<file path="config.mk">
export PLATFORM = sky130hd
export DESIGN_NAME = spi_master_ctrl
export DESIGN_NICKNAME = d
export VERILOG_FILES = /design/src/rtl/spi_pkg.sv /design/src/rtl/sclk_tick_gen.sv /design/src/rtl/spi_master_ctrl.sv
export SDC_FILE = /design/constraint.sdc
export NUM_CORES = 1
export LEC_CHECK = 0
export BUFFER_PORTS_ARGS = -buffer_cell sky130_fd_sc_hd__buf_2
export CORE_MARGIN = 4
export CORE_UTILIZATION = 56
export CTS_CLUSTER_DIAMETER = 60
export CTS_CLUSTER_SIZE = 24
export DETAILED_ROUTE_END_ITERATION = 8
export GPL_TIMING_DRIVEN = 0
export PLACE_DENSITY = 0.91
export SYNTH_ARGS = -nofsm -noshare
export SYNTH_HDL_FRONTEND = slang
export SYNTH_SLANG_ARGS = --single-unit
export TNS_END_PERCENT = 10
</file>
<file path="constraint.sdc">
create_clock -name clk -period 2.3 [get_ports clk]
set_input_delay 0.46 -clock clk [delete_from_list [all_inputs] [get_ports clk]]
set_output_delay 0.46 -clock clk [all_outputs]
set_load 0.02 [all_outputs]
</file>
<file path="src/rtl/spi_pkg.sv">
// Shared SPI initiator definitions: FSM state encoding, default geometry, bus mode.
// Latency: n/a (constants only).
// Backpressure: n/a.
package spi_pkg;

    localparam int DEF_WIDTH = 8;
    localparam int DEF_DIV   = 4;

    // Mode 0: sclk idles low, data sampled on the rising edge.
    localparam logic CPOL = 1'b0;
    localparam logic CPHA = 1'b0;

    typedef enum logic [2:0] {
        IDLE  = 3'd0,
        SETUP = 3'd1,
        HIGH  = 3'd2,
        LOW   = 3'd3,
        HOLD  = 3'd4
    } spiState_t;

endpackage

</file>
<file path="src/rtl/sclk_tick_gen.sv">
// Phase timer: one-clk tick every DIV cycles while en is high; clears when disabled.
// Latency: first tick DIV cycles after en rises.
// Backpressure: none; free-running while enabled.
module sclk_tick_gen #(
    parameter int DIV = 4
) (
    input  logic clk,
    input  logic rst_n,
    input  logic en,
    output logic tick
);

    localparam int CW = (DIV > 1) ? $clog2(DIV) : 1;

    logic [CW-1:0] divCnt;

    always_ff @(posedge clk) begin
        if (!rst_n || !en) begin
            divCnt <= '0;
        end else if (divCnt == CW'(DIV - 1)) begin
            divCnt <= '0;
        end else begin
            divCnt <= divCnt + CW'(1);
        end
    end

    assign tick = en && (divCnt == CW'(DIV - 1));

endmodule

</file>
<file path="src/rtl/spi_master_ctrl.sv">
// SPI mode-0 initiator, MSB first; SPI_LOOPBACK_EN feeds the mosi register back into the receive path.
// Latency: done pulses DIV*(2*width+1) clks after the accepting edge.
// Backpressure: start is ignored while busy; host must wait for busy=0.
module spi_master_ctrl
    import spi_pkg::*;
#(
    parameter int width = DEF_WIDTH,
    parameter int DIV   = DEF_DIV
) (
    input  logic             clk,
    input  logic             rst_n,
    input  logic             start,
    input  logic [width-1:0] txData,
    output logic [width-1:0] rxData,
    output logic             busy,
    output logic             done,
    output logic             sclk,
    output logic             cs_n,
    output logic             mosi,
    input  logic             miso
);

    localparam int BW = $clog2(width);

    spiState_t        state, stateNxt;
    logic             tick;
    logic             tickEn;
    logic [width-1:0] txShift, txShiftNxt;
    logic [width-1:0] rxShift, rxShiftNxt;
    logic [width-1:0] rxDataNxt;
    logic [BW-1:0]    bitCnt, bitCntNxt;
    logic             sclkNxt, csNxt, busyNxt, doneNxt;
    logic             sampleBit;
    logic             lastBit;

    assign tickEn  = (state != IDLE);
    assign lastBit = (bitCnt == BW'(width - 1));

    // mosi is the MSB of the registered shifter, so it only moves at acceptance or a falling edge.
    assign mosi = txShift[width-1];

`ifdef SPI_LOOPBACK_EN
    assign sampleBit = mosi;
`else
    assign sampleBit = miso;
`endif

    sclk_tick_gen #(.DIV(DIV)) uTickGen (
        .clk  (clk),
        .rst_n(rst_n),
        .en   (tickEn),
        .tick (tick)
    );

    always_ff @(posedge clk) begin
        if (!rst_n) begin
            state <= IDLE;
        end else begin
            state <= stateNxt;
        end
    end

    always_comb begin
        stateNxt = state;
        case (state)
            IDLE:    if (start) stateNxt = SETUP;
            SETUP:   if (tick)  stateNxt = HIGH;
            HIGH:    if (tick)  stateNxt = lastBit ? HOLD : LOW;
            LOW:     if (tick)  stateNxt = HIGH;
            HOLD:    if (tick)  stateNxt = IDLE;
            default:            stateNxt = IDLE;
        endcase
    end

    always_comb begin
        txShiftNxt = txShift;
        rxShiftNxt = rxShift;
        rxDataNxt  = rxData;
        bitCntNxt  = bitCnt;
        sclkNxt    = sclk;
        csNxt      = cs_n;
        busyNxt    = busy;
        doneNxt    = 1'b0;
        case (state)
            IDLE: begin
                if (start) begin
                    txShiftNxt = txData;
                    csNxt      = 1'b0;
                    busyNxt    = 1'b1;
                    bitCntNxt  = '0;
                end
            end
            SETUP, LOW: begin
                if (tick) begin
                    sclkNxt    = ~CPOL;
                    rxShiftNxt = {rxShift[width-2:0], sampleBit};
                end
            end
            HIGH: begin
                if (tick) begin
                    sclkNxt = CPOL;
                    if (!lastBit) begin
                        txShiftNxt = txShift << 1;
                        bitCntNxt  = bitCnt + BW'(1);
                    end
                end
            end
            HOLD: begin
                if (tick) begin
                    csNxt     = 1'b1;
                    busyNxt   = 1'b0;
                    doneNxt   = 1'b1;
                    rxDataNxt = rxShift;
                end
            end
            default: ;
        endcase
    end

    always_ff @(posedge clk) begin
        if (!rst_n) begin
            txShift <= '0;
            rxShift <= '0;
            rxData  <= '0;
            bitCnt  <= '0;
            sclk    <= CPOL;
            cs_n    <= 1'b1;
            busy    <= 1'b0;
            done    <= 1'b0;
        end else begin
            txShift <= txShiftNxt;
            rxShift <= rxShiftNxt;
            rxData  <= rxDataNxt;
            bitCnt  <= bitCntNxt;
            sclk    <= sclkNxt;
            cs_n    <= csNxt;
            busy    <= busyNxt;
            done    <= doneNxt;
        end
    end

endmodule
</file>
# Word-level counts from Yosys, hierarchy flattened
# Index checks and enable logic that the tools add are counted.
[totals]
register_bits = 36
latch_bits = 0
mem_bits_rw = 0
mem_bits_ro = 0
out_inout_bits = 13
elab_cells = 63
mem_count = 0
[classes]
n_addsub = 2
n_mul = 0
div = 0
n_lt_le_gt_ge = 0
eq_ne = 11
shifts = 0
n_mux = 22
bitwise_logic = 0
n_reduce_logical = 18
[op_table]
columns = ["op", "count"]
rows = [
  ["2-to-1 mux 3 bit", 8],
  ["2-to-1 mux 8 bit", 3],
  ["case mux 8 bit (2 select lines)", 1],
  ["case mux 3 bit (4 select lines)", 1],
  ["inequality test 2 bit (second input constant)", 4],
  ["AND reduction 4 bit", 2],
  ["== test 3 x 2 -> 1 bit (second input constant)", 2],
  ["== test 3 bit (second input constant)", 2],
  ["case mux 1 bit (2 select lines)", 3],
  ["case mux 3 bit (2 select lines)", 1],
  ["AND reduction 2 bit", 3],
  ["AND reduction 3 bit", 2],
  ["nonzero test 2 bit", 3],
  ["2-to-1 mux 1 bit", 5],
  ["OR reduction 2 bit", 2],
  ["adder 3 x 1 -> 3 bit (second input constant)", 1],
  ["== test 3 x 1 -> 1 bit (second input constant)", 1],
  ["logical NOT 3 bit", 1],
  ["nonzero test 3 bit", 1],
  ["adder 2 x 1 -> 2 bit (second input constant)", 1],
  ["== test 2 bit (second input constant)", 1],
  ["logical NOT 1 bit", 2],
  ["inequality test 2 x 1 -> 1 bit (second input constant)", 1],
  ["logical AND 1 bit", 1],
  ["logical OR 1 bit", 1],
]

# Depth between registers and ports, before layout
[depth]
ltp_word = 4
mapped_depth = 6
mapped_depth_nobuf = 5

# By module
# From an unflattened synthesis, not the netlist that was laid out.
[hier_totals]
hier_cells = 145
area_unflattened_um2 = 1497.7
[modules_own_cells]
columns = ["mod", "n_inst", "cells_per_inst", "area_per_inst_um2", "seq_area_each_um2"]
rows = [
  ["spi_master_ctrl", 1, 139, 1413.9, 680.7],
  ["sclk_tick_gen", 1, 6, 83.8, 40.0],
]

# Worst setup path after synthesis
# Ideal clock, no wire load.
[synth_path]
path_type = "register to register"
startpoint = "reg bitCnt[0]"
endpoint = "reg txShift[1]"
arrival_ps = 1430
t_required_ps = 2181
slack_ps = 751
stages_incl_launch_ff = 7
n_path_buf = 1
path_cell_list = "dfxtp_1 > ha_1 > ha_1 > nand3b_1 > and2_1 > buf_2 > o221a_2"
[synth_between]
elab_chain_cells = 3
[synth_rtl]
columns = ["item", "line_no", "rtl"]
rows = [
  ["start, declared", "spi_master_ctrl.sv:31", "logic [BW-1:0] bitCnt, bitCntNxt;"],
  ["start signal, assigned", "spi_master_ctrl.sv:134", "bitCnt <= bitCntNxt;"],
  ["== test 3 bit", "spi_master_ctrl.sv:37", "assign lastBit = (bitCnt == BW'(width - 1));"],
  ["inequality test 2 bit (no source line)", "n/a", ""],
  ["AND reduction 4 bit (no source line)", "n/a", ""],
  ["end signal, assigned", "spi_master_ctrl.sv:131", "txShift <= txShiftNxt;"],
  ["end, declared", "spi_master_ctrl.sv:28", "logic [width-1:0] txShift, txShiftNxt;"],
]
# Every way passes these cells.
# A chain may end at the register's enable or synchronous reset.

# Worst setup path after layout
[layout_path]
startpoint = "reg bitCnt[0]"
endpoint = "reg txShift[2]"
# Same word-level chain as after synthesis.

==> results.txt <==
STA classifies the critical path startpoint as a flop. In the final timing run, aggregate negative setup slack is 0 ns. Once placement completed, the tool counted placed cells totaling 189. The total of warnings raised by yosys is 0. The x dimension of the die came out at between 50 and 60 µm.

The antenna diode instance count is 0. The CTS tree is done. The flow ran to the end, and the final reports show no timing, DRC or antenna violations. The pin slew with the least headroom to its limit is 0.477 ns.

STA puts the critical path data required time at roughly 2.5 ns. The count of final max-slew check failures is 0. Of the total synthesized cell area, the portion taken by XOR and XNOR cells is 0.

The combinational family with the most area after synthesis is compound AO/OA/AOI/OAI gates. The number of antenna violations at the first check in global routing is 0. The buffer levels on the longest clock path is 2. Among all flip-flop cells after synthesis, the most frequent one is dfxtp_1.

The number of rows created at floorplan is 18. The first TritonRoute pass finished after 4 iterations. The die boundary height came out at between 50 and 60 µm. The number of vias per cell is roughly 5.6. On the final layout, the worst clock skew is ~0.014 ns. The depth of the CTS H-tree is 2. The share of the synthesized area in compound gates (AO/OA/AOI/OAI) came out at 0.176.

For this run, the register share of the synthesized area comes to 0.487. The number of resized instances in the post-cts repair step came out at 0. Clock tree synthesis found a total of 36 sinks.

The power density normalized to cell area came out at 647 mW/mm². During placement, the flow inserted port buffers numbering 23. The congestion estimate from routability-driven global placement came to 0.803. In this run the cell area of the synthesized design comes to between 0.001 and 0.0015 mm². The peak ir drop on the vdd network came out at 0.505 mV. The area overhead of the layout relative to synthesis came out at 14.5%.

In this run, synthesis produced a sequential element count of 36. The count of nets after finishing is roughly 180. The number of placed I/O pins is 25.

In this run, CTS created clock tree buffers numbering 5. Entering global routing, the biggest net connects 12 pins. Along the worst path, the maximum fanout reaches 8. The worst setup path is captured at a flop. The clock latency on the worst-skew pair is 0.34 ns. The path class of the tightest hold or removal check is in -> reg. In this run the tightest slew margin relative to its limit is 0.680. The count of flip-flops with a built-in enable after synthesis is 0. By area the synthesized netlist is led by dfxtp_1, mux2i_1, o221a_2, a22o_1, nand2_1. The number of different library cells used by synthesis comes to 32. The master cell of the clock root buffer is clkbuf_4. The detailed placement HPWL is around 2100 µm. The total DRC errors in the routed layout came out at 0. Of the total synthesized cell area, the portion taken by full adders, half adders and majority gates is 0.0254.

The starting density of the core came out at 0.592. Timing would allow up to approximately 600 MHz. The count of nets left with antenna violations once routing finished came out at 0.

The share of the cycle needed by the critical path after routing is 0.746. The total routing resource utilization after global routing came out at 0.185. The share of final-layout standard cells stronger than drive strength 1 is 0.293. Data on the critical path arrives at its endpoint at around 1.9 ns.

The smallest clock period supported by the final layout is computed as roughly 1.7 ns. Setup violations remaining at the end of the flow were counted as 0. The DRC violation total after the first TritonRoute iteration is 29. The synthesized area per cell is between 10 and 15 µm². The via count of the first global-routing pass came to around 1,100. The number of failing hold endpoints at the final stage is 0. The area of the die is approximately 0.0035 mm².

The clock-pin slew of the registers on the worst-case setup and hold paths came out at 0.12 ns. Across the run, the number of max-cap violations was 0. The number of hold buffers added after cts came out at 0. For this run, the number of standard cells in the final layout without fillers is 197. Setup repair after global routing left no endpoint under its margin.

For this run, asynchronously set or reset flops after synthesis account for 0. In the synthesized netlist, the number of instances is ~140. The routed length per instance came out at roughly 15 µm. The first-pass GRT wire length is between 4000 and 5000 µm. The top-area cell type share of the netlist area is 0.487. By instance count, the leading cell after synthesis is dfxtp_1. The number of fill cells is a little over 200.

Summed over all cells, the static leakage comes to approximately 0.76 nW. The count of buffers added by post-CTS timing repair for setup is 0. The top cell type by total area after synthesis is dfxtp_1. After synthesis, the most frequently instantiated cells are dfxtp_1, mux2i_1, nand2_1, nor2b_1, a22o_1. Global routing finished with a remaining overflow of 0. The total vias in the final route came out at 1,108. The mux contribution to synthesized area is 0.101. Of the total synthesized cell area, the portion taken by AND, OR, NAND and NOR gates is 0.159.

The critical path in this run is classified as reg -> reg. Summed over all layers, the routed wires come to 3040 µm. The synthesized net count came out at ~150.

The core region is roughly 0.0025 mm².
[power by group]
| part | total [W] | switching, W | internal (W) |
|---|---|---|---|
| Clock | 0.000359 | 0.000209 | 0.000150 |
| Sequential | 0.000651 | 0.0000112 | 0.000640 |
| Combinational | 0.0000865 | 0.0000453 | 0.0000412 |
| Total | 0.00110 | 0.000266 | 0.000831 |
[sequential cells by signal, indices dropped and copies added, names as in the netlist]
signal,count
bitCnt,3
rxData,8
busy,1
uTickGen.divCnt,2
state,3
done,1
cs_n,1
txShift,8
sclk,1
rxShift,8
[critical path, cell delays in order (launching register included)]
cell and delay [ns]:
dfxtp_1 0.35, ha_1 0.21, ha_1 0.23, nand3b_1 0.24, and2_1 0.19, buf_2 0.16, o221a_2 0.23
[final cells by class]
cell class                      instances  area (µm²)  share of cell area
Buffer                                 11        72.6              0.0428
Clock buffer                            7        55.1              0.0325
Clock inverter                          1        7.51             0.00443
Inverter                                1        3.75             0.00221
Multi-Input combinational cell         88         683               0.403
Sequential cell                        36         721               0.425
Tap cell                               30        37.5              0.0221
Timing Repair Buffer                   23         115              0.0679
[cell usage in the layout, fill, tap and decap left out, types with 2 or more instances in the layout]
cell        n
dfxtp_1    36
buf_2      27
nand2_1    15
mux2i_1    15
nor2b_1     9
a22o_1      8
o221a_2     7
clkbuf_4    5
clkbuf_1    4
nor2_1      4
nor3b_1     4
buf_6       3
nand3b_1    3
ha_1        3
o2bb2ai_1   2
o32ai_1     2
a21boi_0    2
[layer usage]
| metal | track usage | vias to the layer above | part of all wire |
|---|---|---|---|
| met3 | 0.0654 | 4 | 0.058 |
| li1 | - | 552 | - |
| met1 | 0.226 | 528 | 0.44 |
| met4 | 0.0518 | 0 | 0.0046 |
| met2 | 0.306 | 24 | 0.50 |
| met5 | 0 | - | 0 |
[per-stage QoR]
step / setup WS [ns] / area, µm² / util / hold slack [ns] / total power, W
CTS: 0.599 / 1700 / 0.678 / 0.371 / 0.00110
floorplan: 0.751 / 1480 / - / 0.407 / 0.000723
global route: 0.497 / 1700 / 0.678 / 0.384 / 0.00114
global placement: 0.660 / 1630 / 0.653 / 0.414 / 0.000746
finish: 0.585 / 1700 / 0.678 / 0.381 / 0.00110
detailed placement: 0.641 / 1630 / 0.653 / 0.442 / 0.000751
[path summary, 6_finish.rpt]
check | start | endpoint | slack, ns | cells past startpoint
max | bitCnt[0] | txShift[2] | 0.59 | 6
min | miso | rxShift[0] | 0.38 | 3
max reg2reg | bitCnt[0] | txShift[2] | 0.59 | 6
min reg2reg | uTickGen.divCnt[0] | uTickGen.divCnt[0] | 0.45 | 1
[kinds of logic after synthesis]
| family | count (synthesis) |
|---|---|
| fa+ha+maj | 3 |
| simple gates | 42 |
| flops | 36 |
| buf+inv | 12 |
| mux | 15 |
| compound gates | 28 |
(Power assumes the default switching activity.)
